## src/rtl/i2c_target_pkg.sv

```systemverilog
// Shared types and constants for the I2C target byte receiver.
package i2c_target_pkg;

  typedef enum logic [1:0] {
    IDLE     = 2'd0,
    RECEIVE  = 2'd1,
    ACK_WAIT = 2'd2,
    ACK_HOLD = 2'd3
  } i2c_state_e;

  localparam int I2C_BYTE_BITS = 8;

  // Bus levels seen on SDA during the 9th clock.
  localparam logic I2C_ACK_LEVEL  = 1'b0;
  localparam logic I2C_NACK_LEVEL = 1'b1;

endpackage

```

## src/rtl/i2c_line_conditioner.sv

```systemverilog
// Synchronizer, optional stability filter (I2C_RX_GLITCH_FILTER_EN) and edge strobes
// for one raw I2C bus line.
module i2c_line_conditioner #(
  parameter int SYNC_STAGES = 2,
  parameter int FILTER_LEN  = 3
) (
  input  logic clk,
  input  logic rst_n,
  input  logic line_in,
  output logic level,
  output logic rise,
  output logic fall
);

  if (SYNC_STAGES < 2 || SYNC_STAGES > 4) begin : g_bad_sync_stages
    $error("SYNC_STAGES must be in 2..4");
  end
  if (FILTER_LEN < 2 || FILTER_LEN > 8) begin : g_bad_filter_len
    $error("FILTER_LEN must be in 2..8");
  end

  // Reset to 1 so an idle bus does not produce a phantom edge out of reset.
  logic [SYNC_STAGES-1:0] sync_q;
  logic                   synced;
  logic                   prev_q;

  always_ff @(posedge clk or negedge rst_n) begin
    if (!rst_n) sync_q <= '1;
    else        sync_q <= {sync_q[SYNC_STAGES-2:0], line_in};
  end

  assign synced = sync_q[SYNC_STAGES-1];

`ifdef I2C_RX_GLITCH_FILTER_EN
  logic       filt_q;
  logic [3:0] cnt_q;

  // Counts consecutive samples that disagree with the filtered level.
  always_ff @(posedge clk or negedge rst_n) begin
    if (!rst_n) begin
      filt_q <= 1'b1;
      cnt_q  <= '0;
    end else if (synced == filt_q) begin
      cnt_q <= '0;
    end else if (cnt_q == 4'(FILTER_LEN - 1)) begin
      filt_q <= synced;
      cnt_q  <= '0;
    end else begin
      cnt_q <= cnt_q + 4'd1;
    end
  end

  assign level = filt_q;
`else
  assign level = synced;
`endif

  always_ff @(posedge clk or negedge rst_n) begin
    if (!rst_n) prev_q <= 1'b1;
    else        prev_q <= level;
  end

  assign rise = level & ~prev_q;
  assign fall = ~level & prev_q;

endmodule

```

## src/rtl/i2c_target_rx_byte.sv

```systemverilog
// I2C target byte receiver: START/STOP detection, MSB-first shift-in, ACK/NACK drive.
// Optional glitch filter on both lines via I2C_RX_GLITCH_FILTER_EN.
module i2c_target_rx_byte
  import i2c_target_pkg::*;
#(
  parameter int SYNC_STAGES = 2,
  parameter int FILTER_LEN  = 3
) (
  input  logic       clk,
  input  logic       rst_n,
  input  logic       scl_in,
  input  logic       sda_in,
  output logic       sda_pull_low,
  input  logic       ack_en,
  output logic [7:0] rx_byte,
  output logic       rx_valid,
  output logic       start_det,
  output logic       stop_det,
  output logic       busy,
  output i2c_state_e state
);

  // Handshake: rx_valid is a one-cycle strobe with no back-pressure; the consumer
  // must take rx_byte (held until the next byte) and present ack_en in that cycle.

  logic scl_lvl, scl_rise, scl_fall;
  logic sda_lvl, sda_rise, sda_fall;

  i2c_line_conditioner #(.SYNC_STAGES(SYNC_STAGES), .FILTER_LEN(FILTER_LEN)) u_scl (
    .clk(clk), .rst_n(rst_n), .line_in(scl_in),
    .level(scl_lvl), .rise(scl_rise), .fall(scl_fall)
  );

  i2c_line_conditioner #(.SYNC_STAGES(SYNC_STAGES), .FILTER_LEN(FILTER_LEN)) u_sda (
    .clk(clk), .rst_n(rst_n), .line_in(sda_in),
    .level(sda_lvl), .rise(sda_rise), .fall(sda_fall)
  );

  i2c_state_e state_q;
  logic [2:0] bit_cnt;
  logic [7:0] shift_q;
  logic [7:0] shift_next;
  logic       ack_q;
  logic       ack_now;

  assign shift_next = {shift_q[6:0], sda_lvl};
  assign state      = state_q;
  // ack_en is owned by the consumer during the rx_valid cycle.
  assign ack_now    = rx_valid ? ack_en : ack_q;

  always_ff @(posedge clk or negedge rst_n) begin
    if (!rst_n) begin
      state_q      <= IDLE;
      bit_cnt      <= '0;
      shift_q      <= '0;
      ack_q        <= 1'b0;
      sda_pull_low <= 1'b0;
      rx_byte      <= 8'h00;
      rx_valid     <= 1'b0;
      start_det    <= 1'b0;
      stop_det     <= 1'b0;
      busy         <= 1'b0;
    end else begin
      rx_valid  <= 1'b0;
      start_det <= 1'b0;
      stop_det  <= 1'b0;
      if (sda_fall && scl_lvl) begin
        state_q      <= RECEIVE;
        sda_pull_low <= 1'b0;
        bit_cnt      <= '0;
        shift_q      <= '0;
        start_det    <= 1'b1;
        busy         <= 1'b1;
      end else if (sda_rise && scl_lvl) begin
        state_q      <= IDLE;
        sda_pull_low <= 1'b0;
        bit_cnt      <= '0;
        shift_q      <= '0;
        stop_det     <= 1'b1;
        busy         <= 1'b0;
      end else begin
        case (state_q)
          IDLE: ;
          RECEIVE: begin
            if (scl_rise) begin
              shift_q <= shift_next;
              if (bit_cnt == 3'(I2C_BYTE_BITS - 1)) begin
                rx_byte  <= shift_next;
                rx_valid <= 1'b1;
                ack_q    <= ack_en;
                state_q  <= ACK_WAIT;
              end else begin
                bit_cnt <= bit_cnt + 3'd1;
              end
            end
          end
          ACK_WAIT: begin
            if (rx_valid) ack_q <= ack_en;
            if (scl_fall) begin
              sda_pull_low <= ((ack_now ? I2C_ACK_LEVEL : I2C_NACK_LEVEL) == 1'b0);
              state_q      <= ACK_HOLD;
            end
          end
          ACK_HOLD: begin
            if (scl_fall) begin
              sda_pull_low <= 1'b0;
              bit_cnt      <= '0;
              shift_q      <= '0;
              state_q      <= RECEIVE;
            end
          end
          default: state_q <= IDLE;
        endcase
      end
    end
  end

endmodule

```

## config.mk

```make
export PLATFORM = sky130hd
export DESIGN_NAME = i2c_target_rx_byte
export DESIGN_NICKNAME = d
export VERILOG_FILES = /design/src/rtl/i2c_target_pkg.sv /design/src/rtl/i2c_line_conditioner.sv /design/src/rtl/i2c_target_rx_byte.sv
export SDC_FILE = /design/constraint.sdc
export NUM_CORES = 1
export LEC_CHECK = 0
export ABC_AREA = 0
export CORE_AREA = 2 2 46 66
export DETAILED_ROUTE_END_ITERATION = 10
export DIE_AREA = 0 0 48 68
export GPL_TIMING_DRIVEN = 0
export PLACE_DENSITY = 0.74
export SYNTH_ARGS = -nofsm -noshare
export SYNTH_HDL_FRONTEND = slang
export SYNTH_SLANG_ARGS = --single-unit
```

## constraint.sdc

```tcl
create_clock -name clk -period 1.9 [get_ports clk]
set_input_delay 0.38 -clock clk [delete_from_list [all_inputs] [get_ports clk]]
set_output_delay 0.38 -clock clk [all_outputs]
set_load 0.02 [all_outputs]
```

==> results.yml <==
worst_setup_path:
  worst_setup_path_end_kind: "output pin"
  crit_path_start_kind: "register"
  worst_ep_arrival_time_ns: 1.41
  worstPathCellList: "clkdlybuf4s50_1"
  path_max_fanout: 8
  cp_top_family: "buffers and inverters"
  required_ns: 1.52
  critPathKind: "register to output pin"
  crit_path_top_delay_cell: "clkdlybuf4s50_1"
  critPathBufInv: 1
  max_stage_delay_ns: 0.65
floorplanning:
  start_util_pct: 49.0
  rows: 23
  core_area_sq_mm: 0.00273
  die_height_um: 68
  die_w_um: 48
  dieArea_sq_mm: 0.00326
  ioPinCount: 20
placement:
  hpwlAfterDp_um: 1630
  post_dp_cell_area_sq_mm: 0.00158
  io_buffer_count: 19
  gp_congestion: 0.832
final_layout:
  n_antenna_cell: 0
  drive_above_1_share_pct: 19.4
  area_growth_pct: 25.1
  fin_area_sq_mm: 0.00168
  fillerInstances: 231
  nets: 135
route:
  via_per_inst: 5.15
  drt-wirelength-per-cell_um: 13.4
  routed-wl-met2_um: 1230
  drt-met1-wl_um: 903
  top_layer: "met4"
  firstDrtPassIters: 4
  vias: 855
  drtIter0Drc: 12
  remaining_drc_errors: 0
  dr_wl_met3_um: 70
  ant_nets: 0
  drt-total-wl_um: 2220
cts:
  clkSinkCount: 32
  cts_made_buffers: 5
  cts_htree_levels: 2
  clkSlewWorstSetupHoldPaths_ns: 0.07
  cts_setup_buffers: 0
  cts_resized: 0
  cts_buffer_depth: 2
  hold_buffers: 0
  cts_tree: "built"
  cts_root_buffer: "clkbuf_8"
  clkLatencyLatePin_ns: 0.28
global_route:
  grt_pass1_wl_um: 3800
  grt_pass1_vias: 878
  track_usage_pct: 16.8
  grt_max_degree: 33
  grt.overflow.total: 0
  antenna_found_initial: 0
yosys:
  syn_area_sq_mm: 0.00134
  async_flop_share_pct: 100
  yosys.area.top_type: "dfrtp_1"
  synth_seq_cells: 32
  ys.flop_type: "dfrtp_1"
  synth_nets: 109
  synthTopCellsByArea: "dfrtp_1 49%, dfstp_2 12%, mux2_1 7.6%, a22o_1 4.6%, mux2i_1 2.2%"
  postSynthAreaPerCell_sq_um: 13.1
  yosysWarnings: 0
  syn_inst: 102
  synth_common_cells: "26 x dfrtp_1, 9 x mux2_1, 7 x a22o_1, 7 x inv_1, 6 x dfstp_2"
  synth_most_common_cell: "dfrtp_1"
  synth_cell_types: 35
  ys_seq_area_share_pct: 60.3
  synth_top_area_share_pct: 48.6
  synth_edf_count: 0
sta:
  setup_viol: 0
  rsz0062_at_grt: "false"
  fin_crit_sh_pct: 94.2
  finalHoldViolCount: 0
  relSlewSlack_pct: 55.2
  finalSetupTns_ns: 0
  max_freq_mhz: 559
  slew_violations: 0
  period_minus_slack_ns: 1.79
  clock_skew_ns: 0.00619
  tightest_slew_ns: 0.672
status:
  outcome: "completed"
hold_path:
  hold_path_class: "input port to asynchronous set/reset pin"
power:
  leakage_nw: 0.772
  p_per_area_mw_per_mm2: 1060
  ir_drop_mv: 0.629
run:
  maxCapViolCount: 0
[where the power goes]
group / switching (mW) / leakage [nW] / internal (mW)
logic: 0.219 / 0.313 / 0.202
registers: 0.0640 / 0.414 / 0.771
clock network: 0.235 / 0.0445 / 0.294
[registers in the layout, indices dropped and copies added (netlist names), 2 cells and up]
signal	count
bit_cnt	3
rx_byte	8
shift_q	7
state	2
u_scl.sync_q	2
u_sda.sync_q	2
[layout by cell type (no fill, tap or decap), types with 2 or more instances in the layout]
| cell | Yosys | layout |
|---|---|---|
| mux2_1 | 9 | 9 |
| ha_1 | 2 | 2 |
| o21ai_1 | 3 | 3 |
| clkbuf_1 | 1 | 2 |
| a22o_1 | 7 | 7 |
| mux2i_1 | 3 | 3 |
| nor3_1 | 2 | 2 |
| nor2_1 | 2 | 2 |
| a31oi_1 | 2 | 2 |
| clkbuf_8 | 0 | 6 |
| clkdlybuf4s50_1 | 0 | 18 |
| a21oi_1 | 4 | 4 |
| dfstp_2 | 6 | 6 |
| o21ai_0 | 2 | 2 |
| inv_1 | 7 | 7 |
| buf_2 | 1 | 2 |
| nand3_1 | 4 | 4 |
| nand2_1 | 3 | 3 |
| dfrtp_1 | 26 | 26 |
[layout make-up]
type	instances	area [sq um]	share of cell area (%)
Clock buffer	7	86.3	5.15
Inverter	7	26.3	1.57
Timing Repair Buffer	19	185	11.0
Buffer	4	27.5	1.64
Tap cell	37	46.3	2.76
Clock inverter	1	7.51	0.448
Multi-Input combinational cell	59	489	29.2
Sequential cell	32	808	48.2
[through the flow]
stage / hold WS (ns) / power (mW) / worst slack [ns] / util [%] / cells
after floorplan: 0.0844 / 1.11 / 0.246 / - / 102
after global placement: 0.346 / 1.25 / -0.0914 / 57.7 / 158
after detailed placement: 0.347 / 1.27 / -0.138 / 57.7 / 158
after CTS: 0.356 / 1.81 / 0.0797 / 61.1 / 166
after global routing: 0.192 / 1.90 / 0.0359 / 61.3 / 166
final: 0.136 / 1.79 / 0.110 / 61.3 / 166
[routing by layer]
metal  vias to the layer above  global-route usage [%]
li1                        410                       -
met1                       426                    18.9
met2                        16                    28.2
met3                         3                    5.54
met4                         0                    7.09
met5                         -                       0
[logic make-up (layout without fill, tap and decap cells)]
kind of cell | Yosys count | in the layout | share of synthesized area, %
buf+inv | 11 | 38 | 4.01
compound gates | 24 | 24 | 13.0
fa+ha+maj | 2 | 2 | 1.87
xor+xnor | 2 | 2 | 1.87
flops | 32 | 32 | 60.3
simple gates | 18 | 18 | 8.31
mux | 13 | 13 | 10.6
[worst paths after layout]
path | from | to | slack, ns | cells after the start
max in group asynchronous | rst_n | bit_cnt[0] | 1.33 | 1
worst max-delay path | state[0] | state[0] | 0.11 | 1
worst min register to register | u_scl.sync_q[0] | u_scl.sync_q[1] | 0.36 | 0
worst min-delay path | rst_n | bit_cnt[2] | 0.14 | 1
min in group clk | u_scl.sync_q[0] | u_scl.sync_q[1] | 0.36 | 0
worst max register to register | bit_cnt[0] | bit_cnt[0] | 0.14 | 5
(Power assumes the default switching activity.)
==> RTL edit 1, RTL diff (same settings) <==
`SYNC_STAGES` is set to 2 in 2 places; all go to 4.
--- a/src/rtl/i2c_line_conditioner.sv
+++ b/src/rtl/i2c_line_conditioner.sv
@@ -2,5 +2,5 @@
 // for one raw I2C bus line.
 module i2c_line_conditioner #(
-  parameter int SYNC_STAGES = 2,
+  parameter int SYNC_STAGES = 4,
   parameter int FILTER_LEN  = 3
 ) (
--- a/src/rtl/i2c_target_rx_byte.sv
+++ b/src/rtl/i2c_target_rx_byte.sv
@@ -4,5 +4,5 @@
   import i2c_target_pkg::*;
 #(
-  parameter int SYNC_STAGES = 2,
+  parameter int SYNC_STAGES = 4,
   parameter int FILTER_LEN  = 3
 ) (
Formal check against the unedited RTL: not equivalent (Yosys sat finds a counterexample within 4 cycles, from zero or initial values and one cycle with rst_n low).
==> RTL edit 1 against the original RTL <==
  * Global-route usage increased by 2.1 points
  * Routed wire length increased by 18%
  * Synthesized area increased by 9.4%
  * Setup slack improved by 16 ps
  * Final area increased by 6.7%
  * Critical path depth increased by 4
  * Sequential cell count increased by 4
Power is not compared: it rests on default switching activity, and its combinational part moved more than twofold at a synthesized area within 25%.
==> RTL edit 1: results (changes against the original RTL) <==
STATUS
------------------------------------------------------------------------------
Status ..........................................................    completed

CLOCK NETWORK
------------------------------------------------------------------------------
CTS hold repair buffers .........................................            0   unchanged
Post-CTS Setup Bufs .............................................            0   unchanged
Total clock buffers created by CTS ..............................            5   unchanged
CTS H-tree lvls .................................................            2   unchanged

LOGIC SYNTHESIS
------------------------------------------------------------------------------
Unique masters post-synth .......................................           34   -2.9%
Syn nets ........................................................          114   +4.6%
Yosys warning count .............................................            0   unchanged
Post-synthesis sequential area ratio ............................        0.623   +0.0197
Cell types occupying the most area after synthesis .............. sky130_fd_sc_hd__dfrtp_1 (44%), sky130_fd_sc_hd__dfstp_2 (18%), sky130_fd_sc_hd__mux2_2 (6.9%)
Most frequent cells after synthesis ............................. sky130_fd_sc_hd__dfrtp_1 (26), sky130_fd_sc_hd__dfstp_2 (10), sky130_fd_sc_hd__mux2_2 (9)

LAYOUT
------------------------------------------------------------------------------
Filler Cells Inserted ...........................................          218   -5.6%
Fraction of layout cells with a size suffix above 1 .............        0.276   +0.0823
FF+latch area ...................................................      913 um2   +13%
Antenna diode instance count ....................................            0   unchanged
Total number of nets in the final design ........................          140   +3.7%
Top flop regs ................................................... rx_byte x8, shift_q x7

GLOBAL ROUTING
------------------------------------------------------------------------------
Largest net degree at the start of global routing ...............           37   +12%
Number of global-route vias before repair .......................          902   +2.7%
Initial antenna violation count .................................            0   unchanged
First-pass GRT wire length ......................................      4.15 mm   +9.4%
Overall global routing resource usage ...........................        0.189   +0.0208

ROUTING
------------------------------------------------------------------------------
Number of vias per cell .........................................         5.42   +5.1%
Total wire length ...............................................      2.63 mm   +18%
Violation count after the first detailed-routing iteration ......           22   +10

WORST HOLD PATH
------------------------------------------------------------------------------
Min-Delay Path Class ............................................ input pin to asynchronous set/reset pin

CRITICAL PATH
------------------------------------------------------------------------------
Largest stage delay on the critical path ........................       490 ps   -160 ps
Gate family responsible for the most delay along the worst path . simple AND/OR/NAND/NOR gates
Setup crit end ..................................................     state[0]
Critical-path top delay cell .................................... sky130_fd_sc_hd__or3b_2
Critical Path AT ................................................      1940 ps   +530 ps
Maximum net fanout on the critical path .........................            7   -1
Setup crit start kind ...........................................         flop
Launching point of the worst reg2reg path .......................   bit_cnt[1]

PLACED DESIGN
------------------------------------------------------------------------------
Routability cong. ...............................................        0.846   +1.6%
HPWL after DPL ..................................................      1.77 mm   +8.6%
Standard cell area after detailed placement .....................     1700 um2   +7.7%

TIMING
------------------------------------------------------------------------------
Largest clock skew in the final design ..........................      5.57 ps   -0.620 ps
Measured slew at the worst slew-check pin .......................       774 ps   +101 ps

FLOORPLANNING
------------------------------------------------------------------------------
Die X ...........................................................        48 um   unchanged

-- RTL edit 1: cell count changes after synthesis, sizes merged, moves of 2 or more --
cell / change
dfstp: +4
mux2i: -3
a211oi: +2
a21boi: +2
a31oi: -2
a32o: +2
and3b: +2
nor3: -2
o211ai: +2
o21ai: -2
-- RTL edit 1: report_power, final --
group | switching [uW] | leakage [uW] | total (uW) | internal, uW
Clock | 269 | 0.0000412 | 525 | 256
Sequential | 20.0 | 0.000454 | 825 | 805
Combinational | 76.9 | 0.000307 | 132 | 54.7
Total | 366 | 0.000802 | 1480 | 1120
-- RTL edit 1: per-stage QoR --
step | instances | hold slack (ps) | setup slack [ps]
after CTS | 171 | 185 | 75.2
after floorplan | 107 | 84.4 | 283
after global routing | 171 | 226 | 4.68
final | 171 | 165 | 126
after detailed placement | 163 | 347 | 93.5
after global placement | 163 | 345 | -222
-- RTL edit 1: cell families after synthesis --
family	synth area share
AND/OR/NAND/NOR	0.107
XOR/XNOR	0.0171
AO/OA/AOI/OAI	0.137
flip-flops	0.623
buffers and inverters	0.0307
multiplexers	0.0691
adder cells (fa/ha/maj)	0.0171
-- RTL edit 1: layer usage --
layer	up-vias	track usage	wire length [um]
met5	-	0	0
met3	4	0.0633	94
met1	461	0.230	1140
met2	19	0.288	1330
met4	0	0.101	53
li1	442	-	-
-- RTL edit 1: area by class of cell --
cell class,instances,share of cell area
plain buffers,4,0.0126
clock buffers,6,0.0406
clock inverters,2,0.00699
inverters,6,0.0126
multi-input cells,61,0.287
flip-flops and latches,36,0.510
well taps,37,0.0259
repair buffers,19,0.103
==> RTL edit 2, RTL diff (config.mk and constraints unchanged) <==
Made on the original files. Build with the macro `I2C_RX_GLITCH_FILTER_EN` defined.
--- a/src/rtl/i2c_line_conditioner.sv
+++ b/src/rtl/i2c_line_conditioner.sv
@@ -1,4 +1,6 @@
 // Synchronizer, optional stability filter (I2C_RX_GLITCH_FILTER_EN) and edge strobes
 // for one raw I2C bus line.
+`define I2C_RX_GLITCH_FILTER_EN
+
 module i2c_line_conditioner #(
   parameter int SYNC_STAGES = 2,
Function: changed (a bounded check fails within 4 cycles, from zero or initial values and one cycle with rst_n low).
==> RTL edit 2 against the original RTL <==
  * Routed wire length up 44%
  * Total power up 60%
  * Sequential power up 52%
  * Sequential cell count up 10
  * Setup slack worse by 12 ps
  * Clock power up 30%
  * Via count up 33%
  * Register-to-register slack worse by 40 ps
  * Global-route usage up 6.0 points
  * Synthesized area up 34%
  * Sequential share of layout area up 1.2 points
  * Non-clock buffer count up 1
  * Synthesized cell count up 35%
  * Final area up 28%
==> RTL edit 2: results (changes against the original RTL) <==
PLACED DESIGN
------------------------------------------------------------------------------
Routability cong. ...............................................        0.819   -1.6%
Placed Cells incl. Taps .........................................          194   +23%

ROUTING
------------------------------------------------------------------------------
Violation count after the first detailed-routing iteration ......           40   +28
Average detailed-routed wire length per instance ................      15.8 um   +18%
Total wire length ...............................................      3.21 mm   +44%

TIMING
------------------------------------------------------------------------------
Remaining max-slew budget at the tightest pin ...................        0.408   -0.143
Largest clock skew in the final design ..........................      7.28 ps   +1.08 ps

CRITICAL PATH
------------------------------------------------------------------------------
Largest stage delay on the critical path ........................       390 ps   -260 ps
Maximum net fanout on the critical path .........................            4   -4
Critical-path top delay cell .................................... sky130_fd_sc_hd__dfrtp_1
Gate family responsible for the most delay along the worst path .   flip-flops
Critical Path AT ................................................      1990 ps   +580 ps

LAYOUT
------------------------------------------------------------------------------
Layout sequential cell count ....................................           42   +31%
Multi-input gate share of the layout cell area ..................        0.331   +0.0388
Share of cell area taken by flip-flops and latches ..............        0.494   +0.0115
Top flop regs ................................................... rx_byte x8, shift_q x7
Fraction of area in non-clock buffers ...........................        0.100   -0.0267
Fraction of layout cells with a size suffix above 1 .............        0.247   +0.0532
Non-clk bufs ....................................................           24   +4.3%
Filler Cells Inserted ...........................................          179   -23%
Total number of nets in the final design ........................          174   +29%
Layout multi-input combinational cell count .....................           90   +53%

PWR
------------------------------------------------------------------------------
Static leakage ..................................................  0.000987 uW   +28%
Maximum VDD drop ................................................      1.01 mV   +60%

STATUS
------------------------------------------------------------------------------
Status ..........................................................    completed

LOGIC SYNTHESIS
------------------------------------------------------------------------------
Syn_area_per_cell ...............................................     13.0 um2   -0.83%

RTL edit 2: cell types whose count changed in the layout (fill, tap and decap cells not counted), sizes merged, moves of 3 or more:
cell,before,now
nor2,3,15
nand2b,0,3
xor2,1,5
nand3,5,2
inv,7,2
nand2,4,10
dfrtp,26,34
RTL edit 2: kinds of logic (layout without fill, tap and decap cells):
family	Yosys count	after routing	share of synthesized area
flops	42	42	0.590
mux	12	12	0.0745
simple gates	40	41	0.125
xor+xnor	7	7	0.0445
fa+ha+maj	4	4	0.0278
compound gates	26	26	0.117
buf+inv	7	34	0.0209
RTL edit 2: path summary, 6_finish.rpt:
check                                start         endpoint  slack [ps]  depth (start not counted)
max                             bit_cnt[0]       rx_byte[3]         100                          6
min                                  rst_n         state[1]         210                          1
max reg2reg                     bit_cnt[0]       rx_byte[3]         100                          6
min reg2reg                u_sda.sync_q[0]  u_sda.sync_q[1]         360                          0
max in group asynchronous            rst_n       rx_byte[1]        1150                          1
min in group clk           u_sda.sync_q[0]  u_sda.sync_q[1]         360                          0
RTL edit 2: power breakdown:
part / switching [uW] / internal [uW]
sequential: 171 / 1100
clock: 299 / 387
combinational: 506 / 394
total: 977 / 1880
RTL edit 2: through the flow:
stage / hold slack (ps) / util / total power [uW]
2_1_floorplan: 84.4 / - / 1910
3_3_place_gp: 347 / 0.744 / 2120
3_5_place_dp: 347 / 0.742 / 2170
4_1_cts: 229 / 0.782 / 2850
5_1_grt: 284 / 0.786 / 3020
6_report: 207 / 0.786 / 2850
RTL edit 2: per-layer routing:
layer / up-vias / GRT usage / share of wire
met2: 19 / 0.387 / 0.54
met5: - / 0 / 0
met1: 573 / 0.238 / 0.40
met3: 7 / 0.0686 / 0.034
met4: 0 / 0.132 / 0.027
li1: 536 / - / -
